<file path="config.mk">
export PLATFORM = sky130hd
export DESIGN_NAME = alu_arbiter_flat
export DESIGN_NICKNAME = d
export VERILOG_FILES = /design/src/rtl/alu_arbiter_if.sv /design/src/rtl/alu_arbiter.sv /design/src/flat_wrapper.sv
export SDC_FILE = /design/constraint.sdc
export NUM_CORES = 1
export LEC_CHECK = 0
export ABC_AREA = 1
export BUFFER_PORTS_ARGS = -buffer_cell sky130_fd_sc_hd__buf_2
export CORE_AREA = 3 3 110 112
export CTS_CLUSTER_DIAMETER = 200
export CTS_CLUSTER_SIZE = 25
export DETAILED_ROUTE_END_ITERATION = 10
export DIE_AREA = 0 0 113 115
export GPL_TIMING_DRIVEN = 0
export HOLD_SLACK_MARGIN = 0.02
export PLACE_DENSITY = 0.81
export SYNTH_ARGS = -nofsm -noshare
export SYNTH_HDL_FRONTEND = slang
export SYNTH_SLANG_ARGS = --single-unit
</file>
<file path="constraint.sdc">
create_clock -name clk -period 2.3 [get_ports clk]
set_clock_uncertainty 0.1 [all_clocks]
set_input_delay 0.345 -clock clk [delete_from_list [all_inputs] [get_ports clk]]
set_output_delay 0.345 -clock clk [all_outputs]
set_load 0.03 [all_outputs]
</file>
<file path="src/rtl/alu_arbiter_if.sv">
// Request/response bundle between the two ALU requesters and alu_arbiter.
// The master modport is the requester side and the slave modport is the arbiter side.
`ifndef W_CPU
`define W_CPU 32
`endif
`ifndef W_OPCODE
`define W_OPCODE 6
`endif

interface alu_arbiter_if #(
  parameter int W_DATA = `W_CPU,
  parameter int W_OP   = `W_OPCODE
) ();
  logic              req0_valid;
  logic              req0_ready;
  logic [W_OP-1:0]   req0_op;
  logic [W_DATA-1:0] req0_a;
  logic [W_DATA-1:0] req0_b;

  logic              req1_valid;
  logic              req1_ready;
  logic [W_OP-1:0]   req1_op;
  logic [W_DATA-1:0] req1_a;
  logic [W_DATA-1:0] req1_b;

  logic              rsp0_valid;
  logic              rsp0_ready;
  logic              rsp1_valid;
  logic              rsp1_ready;
  logic [W_DATA-1:0] rsp_r;
  logic              rsp_overflow;
  logic              rsp_zero;

  modport master (
    output req0_valid, req0_op, req0_a, req0_b,
    output req1_valid, req1_op, req1_a, req1_b,
    output rsp0_ready, rsp1_ready,
    input  req0_ready, req1_ready,
    input  rsp0_valid, rsp1_valid, rsp_r, rsp_overflow, rsp_zero
  );

  modport slave (
    input  req0_valid, req0_op, req0_a, req0_b,
    input  req1_valid, req1_op, req1_a, req1_b,
    input  rsp0_ready, rsp1_ready,
    output req0_ready, req1_ready,
    output rsp0_valid, rsp1_valid, rsp_r, rsp_overflow, rsp_zero
  );
endinterface

</file>
<file path="src/rtl/alu_arbiter.sv">
// Two-port arbiter sharing one ALU: accept -> EXEC -> RESP, response valid two cycles after accept.
// Round-robin on ties; define ALU_ARB_FIXED_PRIO_EN to give port 0 strict priority.
`ifndef W_CPU
`define W_CPU 32
`endif
`ifndef W_OPCODE
`define W_OPCODE 6
`endif

module alu_arbiter #(
  parameter int W_DATA = `W_CPU,
  parameter int W_OP   = `W_OPCODE
) (
  input  logic              clk,
  input  logic              rst,
  alu_arbiter_if.slave      bus,
  output logic [W_OP-1:0]   alu_op,
  output logic [W_DATA-1:0] alu_a,
  output logic [W_DATA-1:0] alu_b,
  input  logic [W_DATA-1:0] alu_r,
  input  logic              alu_overflow,
  input  logic              alu_zero
);

  typedef enum logic [1:0] {
    IDLE = 2'd0,
    EXEC = 2'd1,
    RESP = 2'd2
  } state_t;

  state_t            state;
  state_t            state_nxt;

  logic              owner;
  logic              rr_pri;
  logic              winner;
  logic              any_vld;
  logic              both_vld;
  logic              accept;
  logic              capture;
  logic              rdy0;
  logic              rdy1;
  logic              vld0;
  logic              vld1;

  logic [W_DATA-1:0] r_q;
  logic              ovf_q;
  logic              zero_q;

  assign any_vld  = bus.req0_valid | bus.req1_valid;
  assign both_vld = bus.req0_valid & bus.req1_valid;
  // rr_pri never leaves 0 in the fixed-priority build, so ties always go to port 0 there.
  assign winner   = both_vld ? rr_pri : ~bus.req0_valid;

  always_ff @(posedge clk) begin
    if (rst) begin
      state <= IDLE;
    end else begin
      state <= state_nxt;
    end
  end

  always_comb begin
    state_nxt = state;
    accept    = 1'b0;
    capture   = 1'b0;
    rdy0      = 1'b0;
    rdy1      = 1'b0;
    vld0      = 1'b0;
    vld1      = 1'b0;
    case (state)
      IDLE: begin
        if (any_vld) begin
          accept    = 1'b1;
          rdy0      = ~winner;
          rdy1      = winner;
          state_nxt = EXEC;
        end
      end
      EXEC: begin
        capture   = 1'b1;
        state_nxt = RESP;
      end
      RESP: begin
        vld0 = ~owner;
        vld1 = owner;
        // Only the owning port's ready retires the response.
        if (owner ? bus.rsp1_ready : bus.rsp0_ready) begin
          state_nxt = IDLE;
        end
      end
      default: begin
        state_nxt = IDLE;
      end
    endcase
  end

  always_ff @(posedge clk) begin
    if (rst) begin
      owner  <= 1'b0;
      rr_pri <= 1'b0;
      alu_op <= '0;
      alu_a  <= '0;
      alu_b  <= '0;
      r_q    <= '0;
      ovf_q  <= 1'b0;
      zero_q <= 1'b0;
    end else begin
      if (accept) begin
        owner  <= winner;
        alu_op <= winner ? bus.req1_op : bus.req0_op;
        alu_a  <= winner ? bus.req1_a  : bus.req0_a;
        alu_b  <= winner ? bus.req1_b  : bus.req0_b;
`ifndef ALU_ARB_FIXED_PRIO_EN
        if (both_vld) begin
          rr_pri <= ~winner;
        end
`endif
      end
      if (capture) begin
        r_q    <= alu_r;
        ovf_q  <= alu_overflow;
        zero_q <= alu_zero;
      end
    end
  end

  assign bus.req0_ready   = rdy0;
  assign bus.req1_ready   = rdy1;
  assign bus.rsp0_valid   = vld0;
  assign bus.rsp1_valid   = vld1;
  assign bus.rsp_r        = r_q;
  assign bus.rsp_overflow = ovf_q;
  assign bus.rsp_zero     = zero_q;

endmodule
</file>
<file path="src/flat_wrapper.sv">
// flat-port wrapper written by rule: the top's interface ports become plain ports
module alu_arbiter_flat 
#(
  parameter int W_DATA = `W_CPU,
  parameter int W_OP   = `W_OPCODE
)
  (clk, rst, alu_op, alu_a, alu_b, alu_r, alu_overflow, alu_zero, bus_req0_valid, bus_req0_op, bus_req0_a, bus_req0_b, bus_req1_valid, bus_req1_op, bus_req1_a, bus_req1_b, bus_rsp0_ready, bus_rsp1_ready, bus_req0_ready, bus_req1_ready, bus_rsp0_valid, bus_rsp1_valid, bus_rsp_r, bus_rsp_overflow, bus_rsp_zero);
  alu_arbiter_if #(.W_DATA(W_DATA), .W_OP(W_OP)) bus_i ();
  input  logic clk;
  input  logic rst;
  output logic [W_OP-1:0] alu_op;
  output logic [W_DATA-1:0] alu_a;
  output logic [W_DATA-1:0] alu_b;
  input  logic [W_DATA-1:0] alu_r;
  input  logic alu_overflow;
  input  logic alu_zero;
  input wire logic [$bits(bus_i.req0_valid)-1:0] bus_req0_valid;
  input wire logic [$bits(bus_i.req0_op)-1:0] bus_req0_op;
  input wire logic [$bits(bus_i.req0_a)-1:0] bus_req0_a;
  input wire logic [$bits(bus_i.req0_b)-1:0] bus_req0_b;
  input wire logic [$bits(bus_i.req1_valid)-1:0] bus_req1_valid;
  input wire logic [$bits(bus_i.req1_op)-1:0] bus_req1_op;
  input wire logic [$bits(bus_i.req1_a)-1:0] bus_req1_a;
  input wire logic [$bits(bus_i.req1_b)-1:0] bus_req1_b;
  input wire logic [$bits(bus_i.rsp0_ready)-1:0] bus_rsp0_ready;
  input wire logic [$bits(bus_i.rsp1_ready)-1:0] bus_rsp1_ready;
  output wire logic [$bits(bus_i.req0_ready)-1:0] bus_req0_ready;
  output wire logic [$bits(bus_i.req1_ready)-1:0] bus_req1_ready;
  output wire logic [$bits(bus_i.rsp0_valid)-1:0] bus_rsp0_valid;
  output wire logic [$bits(bus_i.rsp1_valid)-1:0] bus_rsp1_valid;
  output wire logic [$bits(bus_i.rsp_r)-1:0] bus_rsp_r;
  output wire logic [$bits(bus_i.rsp_overflow)-1:0] bus_rsp_overflow;
  output wire logic [$bits(bus_i.rsp_zero)-1:0] bus_rsp_zero;
  assign bus_i.req0_valid = bus_req0_valid;
  assign bus_i.req0_op = bus_req0_op;
  assign bus_i.req0_a = bus_req0_a;
  assign bus_i.req0_b = bus_req0_b;
  assign bus_i.req1_valid = bus_req1_valid;
  assign bus_i.req1_op = bus_req1_op;
  assign bus_i.req1_a = bus_req1_a;
  assign bus_i.req1_b = bus_req1_b;
  assign bus_i.rsp0_ready = bus_rsp0_ready;
  assign bus_i.rsp1_ready = bus_rsp1_ready;
  assign bus_req0_ready = bus_i.req0_ready;
  assign bus_req1_ready = bus_i.req1_ready;
  assign bus_rsp0_valid = bus_i.rsp0_valid;
  assign bus_rsp1_valid = bus_i.rsp1_valid;
  assign bus_rsp_r = bus_i.rsp_r;
  assign bus_rsp_overflow = bus_i.rsp_overflow;
  assign bus_rsp_zero = bus_i.rsp_zero;
  alu_arbiter #(.W_DATA(W_DATA), .W_OP(W_OP)) u_core (.clk(clk), .rst(rst), .bus(bus_i), .alu_op(alu_op), .alu_a(alu_a), .alu_b(alu_b), .alu_r(alu_r), .alu_overflow(alu_overflow), .alu_zero(alu_zero));
endmodule
</file>
## Word-level counts from Yosys, hierarchy flattened

Cells that the tools add are included.

| cells by class | value |
|---|---|
| equality and inequality tests | 4 |
| mux-type cells | 17 |
| bitwise gates (word level) | 5 |
| reduce and logical (&&, ||, !) cells | 3 |

Operators with widths:

| operator | number |
|---|---|
| $mux W32 | 2 |
| $mux W1 | 11 |
| $mux W6 | 1 |
| $pmux W2 S3 | 1 |
| $mux W2 | 2 |
| $ne A2 B1 Y1 const B | 2 |
| $reduce_and A2 Y1 | 2 |
| $not A1 Y1 | 3 |
| $eq A2 B1 Y1 const B | 1 |
| $eq A2 B2 Y1 const B | 1 |
| $logic_not A2 Y1 | 1 |
| $and A1 B1 Y1 | 1 |
| $or A1 B1 Y1 | 1 |

| word-level totals | value |
|---|---|
| register bits after elaboration | 108 |
| input port bits | 180 |
| output and inout bits | 108 |
| word-level logic and storage cells | 38 |

## Depth between registers and ports, before layout

| depth | value |
|---|---|
| depth after elaboration | 5 |
| depth in mapped cells | 7 |
| depth with buffers taken out | 6 |

## Worst setup path before layout

Ideal clock, no wire load.

| path | value |
|---|---|
| path type | input to output |
| start | input port bus_req0_valid |
| end | output port bus_req0_ready |
| arrival time | 1.196 ns |
| data required time | 1.855 ns |
| path slack | 0.659 ns |
| stages | 4 |
| buffers on the path | 2 |
| cell sequence | buf_2 nand2_2 buf_2 nor2_1 |

| between the ends | value |
|---|---|
| word-level cells in the longest chain between the ends | 5 |
| elaborated cells between the ends (all ways) | 7 |
| those cells by class | 3 x mux; 4 x bitwise |

Ends and longest elaborated chain:

| what | line | source |
|---|---|---|
| start, declared | flat_wrapper.sv:17 | `input wire logic [$bits(bus_i.req0_valid)-1:0] bus_req0_valid;` |
| $and A1 B1 Y1 / $not A1 Y1 (equally long branches) | alu_arbiter.sv:51, alu_arbiter.sv:53 |  |
| $mux W1 | alu_arbiter.sv:53 | `assign winner = both_vld ? rr_pri : ~bus.req0_valid;` |
| $not A1 Y1 | alu_arbiter.sv:75 | `rdy0 = ~winner;` |
| $mux W1 * | alu_arbiter.sv:73 | `if (any_vld) begin` |
| $mux W1 * | alu_arbiter.sv:71 | `case (state)` |
| end, declared | flat_wrapper.sv:27 | `output wire logic [$bits(bus_i.req0_ready)-1:0] bus_req0_ready;` |

Every way passes the cells marked *; elsewhere a longest branch is shown, timed or not.

## Worst setup path after layout

| path | value |
|---|---|
| start | register u_core.rr_pri |
| end | output port bus_req1_ready |

| between the ends | value |
|---|---|
| word-level cells in the longest chain between the ends | 3 |

Ends and longest elaborated chain:

| what | line | source |
|---|---|---|
| start, declared | alu_arbiter.sv:35 | `logic rr_pri;` |
| start signal, assigned | alu_arbiter.sv:116 | `rr_pri <= ~winner;` |
| $mux W1 | alu_arbiter.sv:53 |  |
| $mux W1 | alu_arbiter.sv:73 |  |
| $mux W1 | alu_arbiter.sv:71 |  |
| end, declared | flat_wrapper.sv:28 | `output wire logic [$bits(bus_i.req1_ready)-1:0] bus_req1_ready;` |

No other way between the ends.

==> impl.org <==
** Worst setup path
- Worst endpoint required time :: 1.86 ns
- The endpoint identified for the worst register-to-register timing path is u_core.bus.rsp_r[6].
- STA classifies the critical path startpoint as a register.
- Of all nets on the critical path, the largest fanout is 10.
- The worst setup path is captured at a primary output.
- Startpoint-to-endpoint class of the critical path :: register to primary output
- The startpoint identified for the worst register-to-register timing path is u_core.state[0].
- Count of cells along the worst register-to-register path :: 6
- The worst register-to-register path has a setup slack of roughly 0.78 ns.
- Data on the critical path arrives at its endpoint at roughly 1.7 ns.

** Floorplanning
- Initial core utilization :: 0.4471
- The initialized floorplan defines 39 standard-cell rows.
- Placeable Area :: approximately 0.011 mm²
- For this design the top-level I/O count stands at between 200 and 300.
- Measured along the y axis, the die boundary spans 115 µm.
- The die covers 0.01300 mm².
- Overall die width :: 113 µm

** Power and ir drop
- Pint :: ~0.0033 W
- Overall power of the completed layout :: 0.005057 W
- Power per cell area :: about 730 mW/mm²
- Proportion of power drawn by flip-flops and latches :: 0.429
- The share of total power dissipated in combinational logic is 0.288.
- Summed over all cells, the static leakage comes to between 4 and 5 nW.
- Of the total power, the share spent switching nets is 0.3415.
- Worst IR drop on VDD :: between 0.3 and 0.4 mV
- Net load switching power :: ~0.0017 W
- Clock network fraction of design power :: 0.283

** Synthesis
- Of the post-synthesis cell area, the dominant cell type holds 0.4272.
- Synthesis produced a netlist with a net count of 964.
- By area the synthesized netlist is led by sky130_fd_sc_hd__dfxtp_1 43%, sky130_fd_sc_hd__nand3_1 14%, sky130_fd_sc_hd__nand2_1 11%.
- A synthesized cell averages ~6.5 µm².
- The share of the Yosys chip area taken by registers is 0.4272.
- Most frequently used flop master after synthesis :: sky130_fd_sc_hd__dfxtp_1
- Cell taking the most area after synthesis :: sky130_fd_sc_hd__dfxtp_1
- The commonest cells after synthesis are 146 x sky130_fd_sc_hd__nand2_1, 144 x sky130_fd_sc_hd__inv_1, 142 x sky130_fd_sc_hd__nand3_1.
- Cell count after synthesis :: a little under 800
- Dominant cell by count in the synthesized netlist :: sky130_fd_sc_hd__nand2_1
- Synth Register Bits :: roughly 110
- Synthesis warning total :: 0
- Yosys mapped the design onto 15 distinct sky130hd cell types.
- Of all flip-flops after synthesis, the portion carrying an async set or reset was 0.
- Number of synthesized flops with an enable pin :: 0
- The cell area that synthesis handed to floorplanning was 0.005061 mm².

** CTS
- Number of buffers inserted during clock tree synthesis :: 9
- The clock reaches the later pin of the worst-skew pair after about 0.33 ns.
- Cell at the root of the clock tree :: sky130_fd_sc_hd__clkbuf_16
- TritonCTS built the clock tree.
- No sink is reached through more buffers than the 2 on the longest clock path.
- Clock-pin slew on the worst setup and hold paths :: approximately 0.070 ns
- CTS H-Tree Depth :: 3
- Once the clock tree was built, the setup fixing pass inserted 0 buffers.
- Number of hold buffers added after CTS :: 0
- Counting every sink on the clock net gives roughly 110.
- Post-cts resize count :: 0

** Detailed routing
- The pre-antenna-repair detailed-routing pass consisted of 5 iterations.
- Via count :: slightly below 6000
- The count of nets left with antenna violations once routing finished came out at 0.
- The detailed router finished its first iteration with about 400 violations.
- Routed WL per cell :: between 10 and 15 µm
- Residual DRC :: 0
- Dividing the detail-routed via count by the number of cells gives 4.758.
- Total wire length :: 16260 µm

** Timing
- Hold violation total from the final report :: 0
- For the finished layout, the period the worst path requires is roughly 2.2 ns.
- Setup_tns :: 0 ns
- Transition at the pin with the smallest max-transition slack :: ~0.56 ns
- Slew HR :: 0.6249
- Static timing analysis puts the maximum clock frequency at 458.1 MHz.
- Setup repair after global routing left no endpoint under its margin.
- Final setup violating endpoints :: 0
- Of the available clock period, the critical path in the final layout requires 0.9491.
- Max Transition Viols Final :: 0

** Hold path
- Cell depth of the worst hold path :: 3
- Startpoint of the worst hold path :: alu_r[3]
- For hold timing, the worst endpoint is u_core.bus.rsp_r[3].
- Class of the tightest hold or removal check :: input pin to register

** Cells and area
- Across the whole layout, storage elements account for between 0.002 and 0.0025 mm².
- Core occupancy in the finished layout :: 0.6138
- Relative to the synthesized area, the layout overhead comes to 37.31%.
- The filler cells instantiated in the layout total between 1000 and 1500.
- In the final layout, the share of cells above drive strength 1 is 0.3076.
- Once layout is complete, the cells apart from fillers number approximately 1200.
- Number of nets in the finished design :: approximately 1300
- The multi-input combinational cells in the finished layout cover a total of 0.002112 mm².

** Global routing
- The via count of the first global-routing pass was 5192.
- Entering global routing, the biggest net connects 16 pins.
- Number of antenna violations at the first check in global routing :: 2
- Sum of overflow across all layers after global routing :: 0
- Across every metal layer, demand over resource in global routing totals 0.2419.
- The first global-routing pass estimated about 25000 µm of wire.

** Run status
- The run finished with clean final reports.

** Run
- Max Cap Violations :: 0

** Place
- Once placement completed, the tool counted placed cells totaling 1214.
- Routability-driven placement finished with a final weighted congestion of between 0.8 and 0.9.
- PortBufs :: about 290
- The wire-length estimate of the detail-placed layout is approximately 13000 µm.
-- metrics by stage --
step                      area, µm²  hold slack (ns)  setup slack, ns
after global placement         6676           0.3480           0.3418
after CTS                      6947           0.1153          0.07988
after detailed placement       6676           0.3518           0.3151
final                          6949           0.1257           0.1170
after global routing           6947           0.1363          0.04979
after floorplan                5061           0.3515           0.6594
-- placed cells by master, fill, tap and decap left out, drive strengths merged --
cell type  netlist  final
clkinv           0      2
a21oi           73     73
buf             30    317
nand4            1      1
clkbuf          23     36
nor2            77     77
nand3          142    142
diode            0      1
dfxtp          108    108
o21ai           34     34
nand2          148    148
inv            148    148
-- how the worst max path moves through the flow --
| stage | start | endpoint | cells past startpoint |
|---|---|---|---|
| 3_3_place_gp | bus_req1_valid | bus_req1_ready | 7 |
| 3_5_place_dp | bus_req1_valid | bus_req1_ready | 7 |
| 4_1_cts | u_core.rr_pri | bus_req1_ready | 6 |
| 5_1_grt | u_core.rr_pri | bus_req1_ready | 6 |
| 2_1_floorplan | bus_req0_valid | bus_req0_ready | 4 |
| 6_report | u_core.rr_pri | bus_req1_ready | 6 |
-- logic make-up (layout without fill, tap and decap cells) --
| kind of cell | count (synthesis) | after routing | synth area share |
|---|---|---|---|
| compound gates | 107 | 107 | 0.1058 |
| other cells | 0 | 1 | 0 |
| flops | 108 | 108 | 0.4272 |
| buf+inv | 201 | 503 | 0.1555 |
| simple gates | 368 | 368 | 0.3115 |
-- registers in the layout, indices dropped and copies added (netlist names) --
signal and cells:
u_core.alu_op 6, u_core.alu_b 32, u_core.state 2, u_core.bus.rsp_zero 1
u_core.bus.rsp_overflow 1, u_core.bus.rsp_r 32, u_core.owner 1, u_core.alu_a 32
u_core.rr_pri 1
-- critical path: stages, from the launching register on --
cell and delay (ns):
sky130_fd_sc_hd__dfxtp_1 0.35, sky130_fd_sc_hd__nand2_2 0.17, sky130_fd_sc_hd__nand2_2 0.24, sky130_fd_sc_hd__buf_2 0.28, sky130_fd_sc_hd__nand2_1 0.10, sky130_fd_sc_hd__inv_1 0.06, sky130_fd_sc_hd__buf_2 0.20
-- routing by layer --
| metal | wire length [µm] | part of all wire | vias up | GRT usage |
|---|---|---|---|---|
| met4 | 406 | 0.025 | 4 | 0.1002 |
| met3 | 1367 | 0.084 | 33 | 0.05158 |
| li1 | - | - | 3017 | - |
| met5 | 21 | 0.0013 | - | 0 |
| met1 | 6515 | 0.40 | 2551 | 0.2872 |
| met2 | 7946 | 0.49 | 247 | 0.4254 |
-- power by group through the flow --
| stage | Combinational (W) | Clock, W | Sequential, W |
|---|---|---|---|
| 3_3_place_gp | 0.00145 | 0 | 0.00220 |
| 6_report | 0.00146 | 0.00143 | 0.00217 |
| 5_1_grt | 0.00161 | 0.00153 | 0.00219 |
| 2_1_floorplan | 0.000568 | 0 | 0.00258 |
| 4_1_cts | 0.00147 | 0.00146 | 0.00217 |
| 3_5_place_dp | 0.00147 | 0 | 0.00221 |
-- final cells by class --
type / instances / share of cell area
sequential: 108 / 0.3111
multi-input combinational: 475 / 0.3039
timing repair buffer: 287 / 0.2067
inverter: 148 / 0.07994
clock buffer: 13 / 0.03745
buffer: 53 / 0.03331
tap: 143 / 0.02575
clock inverter: 2 / 0.001440
antenna: 1 / 0.0003601
No activity file was read; power rests on OpenSTA's default activity.
